`config.mk`:
```
export PLATFORM = sky130hd
export DESIGN_NAME = muldiv_seq
export DESIGN_NICKNAME = d
export VERILOG_FILES = /design/src/rtl/muldiv_seq.sv
export SDC_FILE = /design/constraint.sdc
export NUM_CORES = 1
export LEC_CHECK = 0
export ABC_AREA = 1
export BUFFER_PORTS_ARGS = -buffer_cell sky130_fd_sc_hd__buf_2
export CAP_MARGIN = 10
export CORE_MARGIN = 2
export CORE_UTILIZATION = 43
export DETAILED_ROUTE_END_ITERATION = 12
export GPL_ROUTABILITY_DRIVEN = 0
export PLACE_DENSITY = 0.57
export SYNTH_ARGS = -nofsm -noshare
export SYNTH_HDL_FRONTEND = slang
export SYNTH_SLANG_ARGS = --single-unit
```
`constraint.sdc`:
```
create_clock -name clk -period 3.15 [get_ports clk]
set_clock_uncertainty 0.15 [all_clocks]
set_input_delay 0.4725 -clock clk [delete_from_list [all_inputs] [get_ports clk]]
set_output_delay 0.4725 -clock clk [all_outputs]
set_load 0.02 [all_outputs]
```
`src/rtl/muldiv_seq.sv`:
```
// muldiv_seq: multi-cycle RV32M multiply/divide with start/done handshake.
// Define MULDIV_FAST_MUL_EN for single-cycle registered multiplies; division stays iterative.
module muldiv_seq #(
  parameter int XLEN  = 32,
  parameter int CNT_W = $clog2(XLEN) + 1
) (
  input  logic            clk,
  input  logic            rst_n,
  input  logic            start,
  input  logic [2:0]      op,
  input  logic [XLEN-1:0] a,
  input  logic [XLEN-1:0] b,
  input  logic            flush,
  output logic            busy,
  output logic            done,
  output logic [XLEN-1:0] result
);
  typedef enum logic [1:0] {IDLE, CALC, FIX, DONE} state_t;
  state_t            state_q, state_d;
  logic [CNT_W-1:0]  cnt_q, cnt_d;
  logic [2*XLEN:0]   acc_q, acc_d;
  logic [XLEN-1:0]   dv_q, dv_d, result_q, result_d;
  logic [2:0]        op_q, op_d;
  logic              neg_q, neg_d;
  logic              sa_s, sb_s, sa, sb, neg, div0, ovf;
  logic [XLEN-1:0]   am, bm, spec_res, quo;
  logic [XLEN:0]     diff, sum;
  logic [2*XLEN-1:0] prod;
  assign sa_s     = ~(op[0] & (op[1] | op[2]));
  assign sb_s     = op[2] ? ~op[0] : ~op[1];
  assign sa       = sa_s & a[XLEN-1];
  assign sb       = sb_s & b[XLEN-1];
  assign am       = sa ? -a : a;
  assign bm       = sb ? -b : b;
  // quotient/product sign follows both operands, remainder follows a only
  assign neg      = (op[2] & op[1]) ? sa : sa ^ sb;
  assign div0     = op[2] && b == '0;
  assign ovf      = op[2] && !op[0] && a == {1'b1, {(XLEN-1){1'b0}}} && b == {XLEN{1'b1}};
  assign spec_res = div0 ? (op[1] ? a : {XLEN{1'b1}}) : (op[1] ? '0 : a);
  assign diff     = acc_q[2*XLEN:XLEN] - {1'b0, dv_q};
  assign sum      = acc_q[2*XLEN:XLEN] + {1'b0, acc_q[0] ? dv_q : '0};
  assign prod     = neg_q ? -acc_q[2*XLEN-1:0] : acc_q[2*XLEN-1:0];
  assign quo      = op_q[1] ? acc_q[2*XLEN:XLEN+1] : acc_q[XLEN-1:0];
`ifdef MULDIV_FAST_MUL_EN
  logic [2*XLEN-1:0] fa, fb, fp;
  logic [XLEN-1:0]   fast_res;
  assign fa       = {{XLEN{sa_s & a[XLEN-1]}}, a};
  assign fb       = {{XLEN{sb_s & b[XLEN-1]}}, b};
  assign fp       = fa * fb;
  assign fast_res = op[1:0] == 2'b00 ? fp[XLEN-1:0] : fp[2*XLEN-1:XLEN];
`endif
  always_comb begin
    state_d  = state_q;
    cnt_d    = cnt_q;
    acc_d    = acc_q;
    dv_d     = dv_q;
    op_d     = op_q;
    neg_d    = neg_q;
    result_d = result_q;
    case (state_q)
      IDLE: if (start) begin
        op_d  = op;
        neg_d = neg;
        dv_d  = bm;
        // divide keeps the dividend pre-shifted by one so the partial remainder sits in the top XLEN+1 bits
        acc_d = op[2] ? {{XLEN{1'b0}}, am, 1'b0} : {1'b0, {XLEN{1'b0}}, am};
        if (div0 || ovf) begin
          state_d  = DONE;
          result_d = spec_res;
        end
`ifdef MULDIV_FAST_MUL_EN
        else if (!op[2]) begin
          state_d  = DONE;
          result_d = fast_res;
        end
`endif
        else state_d = CALC;
      end
      CALC: begin
        acc_d = op_q[2] ? {diff[XLEN] ? acc_q[2*XLEN-1:XLEN] : diff[XLEN-1:0], acc_q[XLEN-1:0], ~diff[XLEN]}
                        : {1'b0, sum, acc_q[XLEN-1:1]};
        cnt_d = cnt_q + 1'b1;
        if (cnt_q == CNT_W'(XLEN - 1)) begin
          cnt_d   = '0;
          state_d = FIX;
        end
      end
      FIX: begin
        state_d  = DONE;
        result_d = op_q[2] ? (neg_q ? -quo : quo) : (op_q[1:0] == 2'b00 ? prod[XLEN-1:0] : prod[2*XLEN-1:XLEN]);
      end
      DONE: state_d = IDLE;
    endcase
    if (flush) begin
      state_d  = IDLE;
      cnt_d    = '0;
      result_d = result_q;
    end
  end
  always_ff @(posedge clk or negedge rst_n) begin
    if (!rst_n) begin
      state_q  <= IDLE;
      cnt_q    <= '0;
      acc_q    <= '0;
      dv_q     <= '0;
      op_q     <= '0;
      neg_q    <= 1'b0;
      result_q <= '0;
    end else begin
      state_q  <= state_d;
      cnt_q    <= cnt_d;
      acc_q    <= acc_d;
      dv_q     <= dv_d;
      op_q     <= op_d;
      neg_q    <= neg_d;
      result_q <= result_d;
    end
  end
  assign busy   = state_q == CALC || state_q == FIX;
  assign done   = state_q == DONE;
  assign result = result_q;
endmodule

```
==> impl_table.tex <==
\begin{tabular}{lr}
\hline
Metric & Value \\
\hline
\multicolumn{2}{l}{\textbf{Yosys}} \\
Mean cell area of the mapped netlist & 5.55 sq um \\
Largest area contributor in the netlist & sky130\_fd\_sc\_hd\_\_nand2\_1 \\
Synthesized netlist net count & about 3,400 \\
\#FFs+latches synth & 141 \\
Area share of the leading cell type in the synthesized netlist & between 20 and 25\% \\
Warnings from Yosys & 0 \\
Main area contributors after synthesis & sky130\_fd\_sc\_hd\_\_nand2\_1 (22\%), sky130\_fd\_sc\_hd\_\_dfrtp\_1 (19\%), sky130\_fd\_sc\_hd\_\_nand3\_1 (9.2\%) \\
Proportion of synthesized chip area in sequential cells & 19.5\% \\
Cell area after technology mapping & approximately 18,000 sq um \\
Synthesized instance count & roughly 3,300 \\
Synth cell types & 49 \\
\multicolumn{2}{l}{\textbf{Power and ir drop}} \\
Total internal power & between 0.009 and 0.01 W \\
Part of the power in combinational logic & between 70\% and 80\% \\
Total leakage power & 10.3 nW \\
IR Drop Worst-Case VDD & between 600 and 700 uV \\
Power spent charging and discharging nets & roughly 0.015 W \\
Flop pwr share & $\sim$17\% \\
Areal power density over the cells & 1230 nW/um\^{}2 \\
Part of the total power dissipated in the clock network & under 10\% \\
Switching share of power & between 60\% and 70\% \\
\multicolumn{2}{l}{\textbf{Worst setup path}} \\
Data required time of the critical path & between 3000 and 4000 ps \\
Critical path data arrival time & about 3100 ps \\
Most frequent CP cell & sky130\_fd\_sc\_hd\_\_nand2\_1 \\
Maximum net fanout on the critical path & 13 \\
Critical Path Slowest Stage Cell & sky130\_fd\_sc\_hd\_\_dfrtp\_1 \\
Critical path endpoint category & register \\
Worst stage delay on the critical path & 710 ps \\
Cell-by-cell trace of the critical path & ha\_1, nand2\_1, inv\_1, nand2\_1, nand2\_1, a21oi\_1, nand2\_2, nand2\_1, nand2\_1, nand2\_1, nand2\_4, inv\_2, nand3\_1, nand3\_1, o21ai\_0 \\
Kind of critical path & register to register \\
Startpoint Class & register \\
\multicolumn{2}{l}{\textbf{Routing}} \\
Via count & $\sim$22,000 \\
Routed wire length per instance & $\sim$20 um \\
Number of optimization iterations in the first detailed-route pass & 6 \\
Antenna Nets Post-Route & 0 \\
Remaining design rule violation count & 0 \\
Iter 0 DRT Violations & roughly 2,800 \\
Detailed Route WL & around 78 mm \\
Vias per std cell & around 5.7 \\
\multicolumn{2}{l}{\textbf{Timing}} \\
Count of final setup violators & 0 \\
RSZ-0062 raised after global routing & false \\
Worst hold slack across all endpoints & approximately 140 ps \\
Final min period & 2940 ps \\
Slew at the pin closest to its max-slew limit & slightly above 700 ps \\
Max Clk Rate & $\sim$0.34 GHz \\
Setup\_tns & 0 ps \\
Number of hold violations in the final report & 0 \\
Ratio of final minimum period to clock period & between 90 and 100\% \\
Relative slew slack & 51.9\% \\
Slew Viols, Final & 0 \\
\multicolumn{2}{l}{\textbf{Cells and area}} \\
Final \#Nets & $\sim$3,500 \\
Ratio of cells with drive above 1 in the final layout & 8.40\% \\
Most frequent cells in the layout & sky130\_fd\_sc\_hd\_\_nand2\_1 (1,068), sky130\_fd\_sc\_hd\_\_nor2\_1 (391), sky130\_fd\_sc\_hd\_\_inv\_1 (354) \\
Area Growth Syn to Fin & 11.0\% \\
Number of filler cells placed in the layout & approximately 4,600 \\
Area used by sequential logic in the layout & 3540 sq um \\
Total inserted antenna cells & 0 \\
Commonest non-fill, non-tap cell in the layout & sky130\_fd\_sc\_hd\_\_nand2\_1 \\
Multi-input gate area & 12,700 sq um \\
Post-Layout Cell Count & roughly 3,900 \\
\multicolumn{2}{l}{\textbf{Clocking}} \\
Clock root buffer & sky130\_fd\_sc\_hd\_\_clkbuf\_16 \\
Clock slew at the register clock pins of the worst setup and hold paths & about 70 ps \\
Clock buffer count from CTS & 17 \\
Maximum level of the CTS H-tree & 4 \\
CTS tree & yes \\
Number of post-CTS setup repair buffers & 0 \\
Clock latency on the worst-skew pair & $\sim$460 ps \\
Clock sink count & approximately 140 \\
Worst-case clock buffer depth & 2 \\
\multicolumn{2}{l}{\textbf{Global routing}} \\
Wire length of the first global-routing pass & around 120 mm \\
Initial antenna violation count & 1 \\
Sum of overflow across all layers after global routing & 0 \\
Maximum number of pins on one net before global-route repair & approximately 120 \\
Via count of the first global-routing pass & 20,500 \\
Overall track demand over capacity in global routing & between 30\% and 40\% \\
\multicolumn{2}{l}{\textbf{Run status}} \\
Run status & complete, no violations \\
\multicolumn{2}{l}{\textbf{Place}} \\
Placed instance count & around 3,900 \\
Placed wire-length estimate after detailed placement & just over 60 mm \\
IO buf count & 104 \\
\multicolumn{2}{l}{\textbf{Die}} \\
Die height & 209 um \\
Core Region & 41,800 sq um \\
Placement row count & 75 \\
Die boundary width & between 200 and 250 um \\
Number of placed I/O pins & between 100 and 150 \\
Effective utilization at floorplan & 43.3\% \\
Die area & between 40,000 and 50,000 sq um \\
\multicolumn{2}{l}{\textbf{Job}} \\
Max-cap check violation count & 0 \\
\multicolumn{2}{l}{\textbf{Hold path}} \\
Type of the tightest min-delay check & primary input to register \\
\hline
\end{tabular}
[worst max-delay path: cells and delay by family (launching register included)]
family                     cells  cell delay [ps]
and+or+nand+nor               10             1030
AOI/OAI and AO/OA              2              240
DFF                            1              710
adders and majority gates      1              380
buffers and inverters          2              290
[metal layers]
layer	track usage [%]	share of wire [%]	vias to the layer above	routed length [um]
met2	49.9	40	1222	30900
met3	8.52	12	124	9480
li1	-	-	10700	-
met1	52.9	45	10200	35000
met5	0	0.017	-	13
met4	10.3	2.8	2	2160
[power by group through the flow]
stage               registers [W]  logic (W)  clock network [W]
finish                    0.00411     0.0186            0.00205
global route              0.00416     0.0206            0.00214
CTS                       0.00400     0.0178            0.00208
detailed placement        0.00403     0.0176                  0
global placement          0.00402     0.0175                  0
floorplan                 0.00364     0.0121                  0
[path summary, 6_finish.rpt]
check,cells past startpoint,to,slack (ps),start
min in group asynchronous,2,acc_q[39]$_DFFE_PN0P_,460,rst_n
min reg2reg,2,result[18]$_DFFE_PN0P_,330,result[18]$_DFFE_PN0P_
max reg2reg,15,acc_q[41]$_DFFE_PN0P_,210,acc_q[43]$_DFFE_PN0P_
min,4,cnt_q[1]$_DFFE_PN0P_,140,flush
max in group asynchronous,3,state_q[0]$_DFFE_PN0P_,1610,rst_n
max,15,acc_q[41]$_DFFE_PN0P_,210,acc_q[43]$_DFFE_PN0P_
[registers in the layout, summed over array words and instances (netlist names)]
signal,count
acc_q,65
cnt_q,6
dv_q,32
neg_q,1
op_q,3
result,32
state_q,2
[cell families after synthesis]
kind of cell               synth area share [%]
adders and majority gates                  5.34
AOI/OAI and AO/OA                          15.5
and+or+nand+nor                            45.0
buffers and inverters                      10.7
xor gates and xnor gates                   4.06
DFF                                        19.5
[stage by stage]
| stage | utilization (%) | instance area (sq um) | setup slack, ps | total power (W) |
|---|---|---|---|---|
| CTS | 47.9 | 20000 | 142 | 0.0238 |
| global placement | 46.5 | 19400 | 28.2 | 0.0216 |
| floorplan | - | 18100 | 577 | 0.0158 |
| finish | 48.1 | 20100 | 212 | 0.0248 |
| detailed placement | 46.5 | 19400 | -65.5 | 0.0217 |
| global route | 48.1 | 20100 | 12.7 | 0.0269 |
[area by class of cell]
| type | count | share of cell area, % |
|---|---|---|
| Sequential cell | 141 | 17.6 |
| Multi-Input combinational cell | 2631 | 63.1 |
| Clock buffer | 17 | 2.12 |
| Clock inverter | 15 | 0.772 |
| Inverter | 369 | 6.90 |
| Tap cell | 539 | 3.36 |
| Timing Repair Buffer | 184 | 6.19 |
[timing repair]
action,in CTS,in global routing
gates resized for setup,0,6
setup endpoints to repair,0,31
hold buffers,1,0
endpoints found under the hold margin,62,0
[synth_stat cells (all sizes together)]
master / number
nand2: 1079
nor2: 410
inv: 366
nand3: 335
o21ai: 260
a21oi: 204
dfrtp: 141
ha: 74
clkbuf: 64
buf: 56
xor2: 54
nand4: 44
nor3: 30
xnor2: 30
nand3b: 27
o211ai: 21
or2: 9
nor4: 8
o21bai: 7
a31oi: 6
a21o: 5
o31ai: 5
o21a: 4
and2: 3
clkinv: 3
o2111ai: 3
o22ai: 3
a21boi: 2
a41oi: 2
fa: 2
a32oi: 1
and3: 1
nor3b: 1
o41ai: 1
Note: power is estimated with default switching activity, not from simulation.
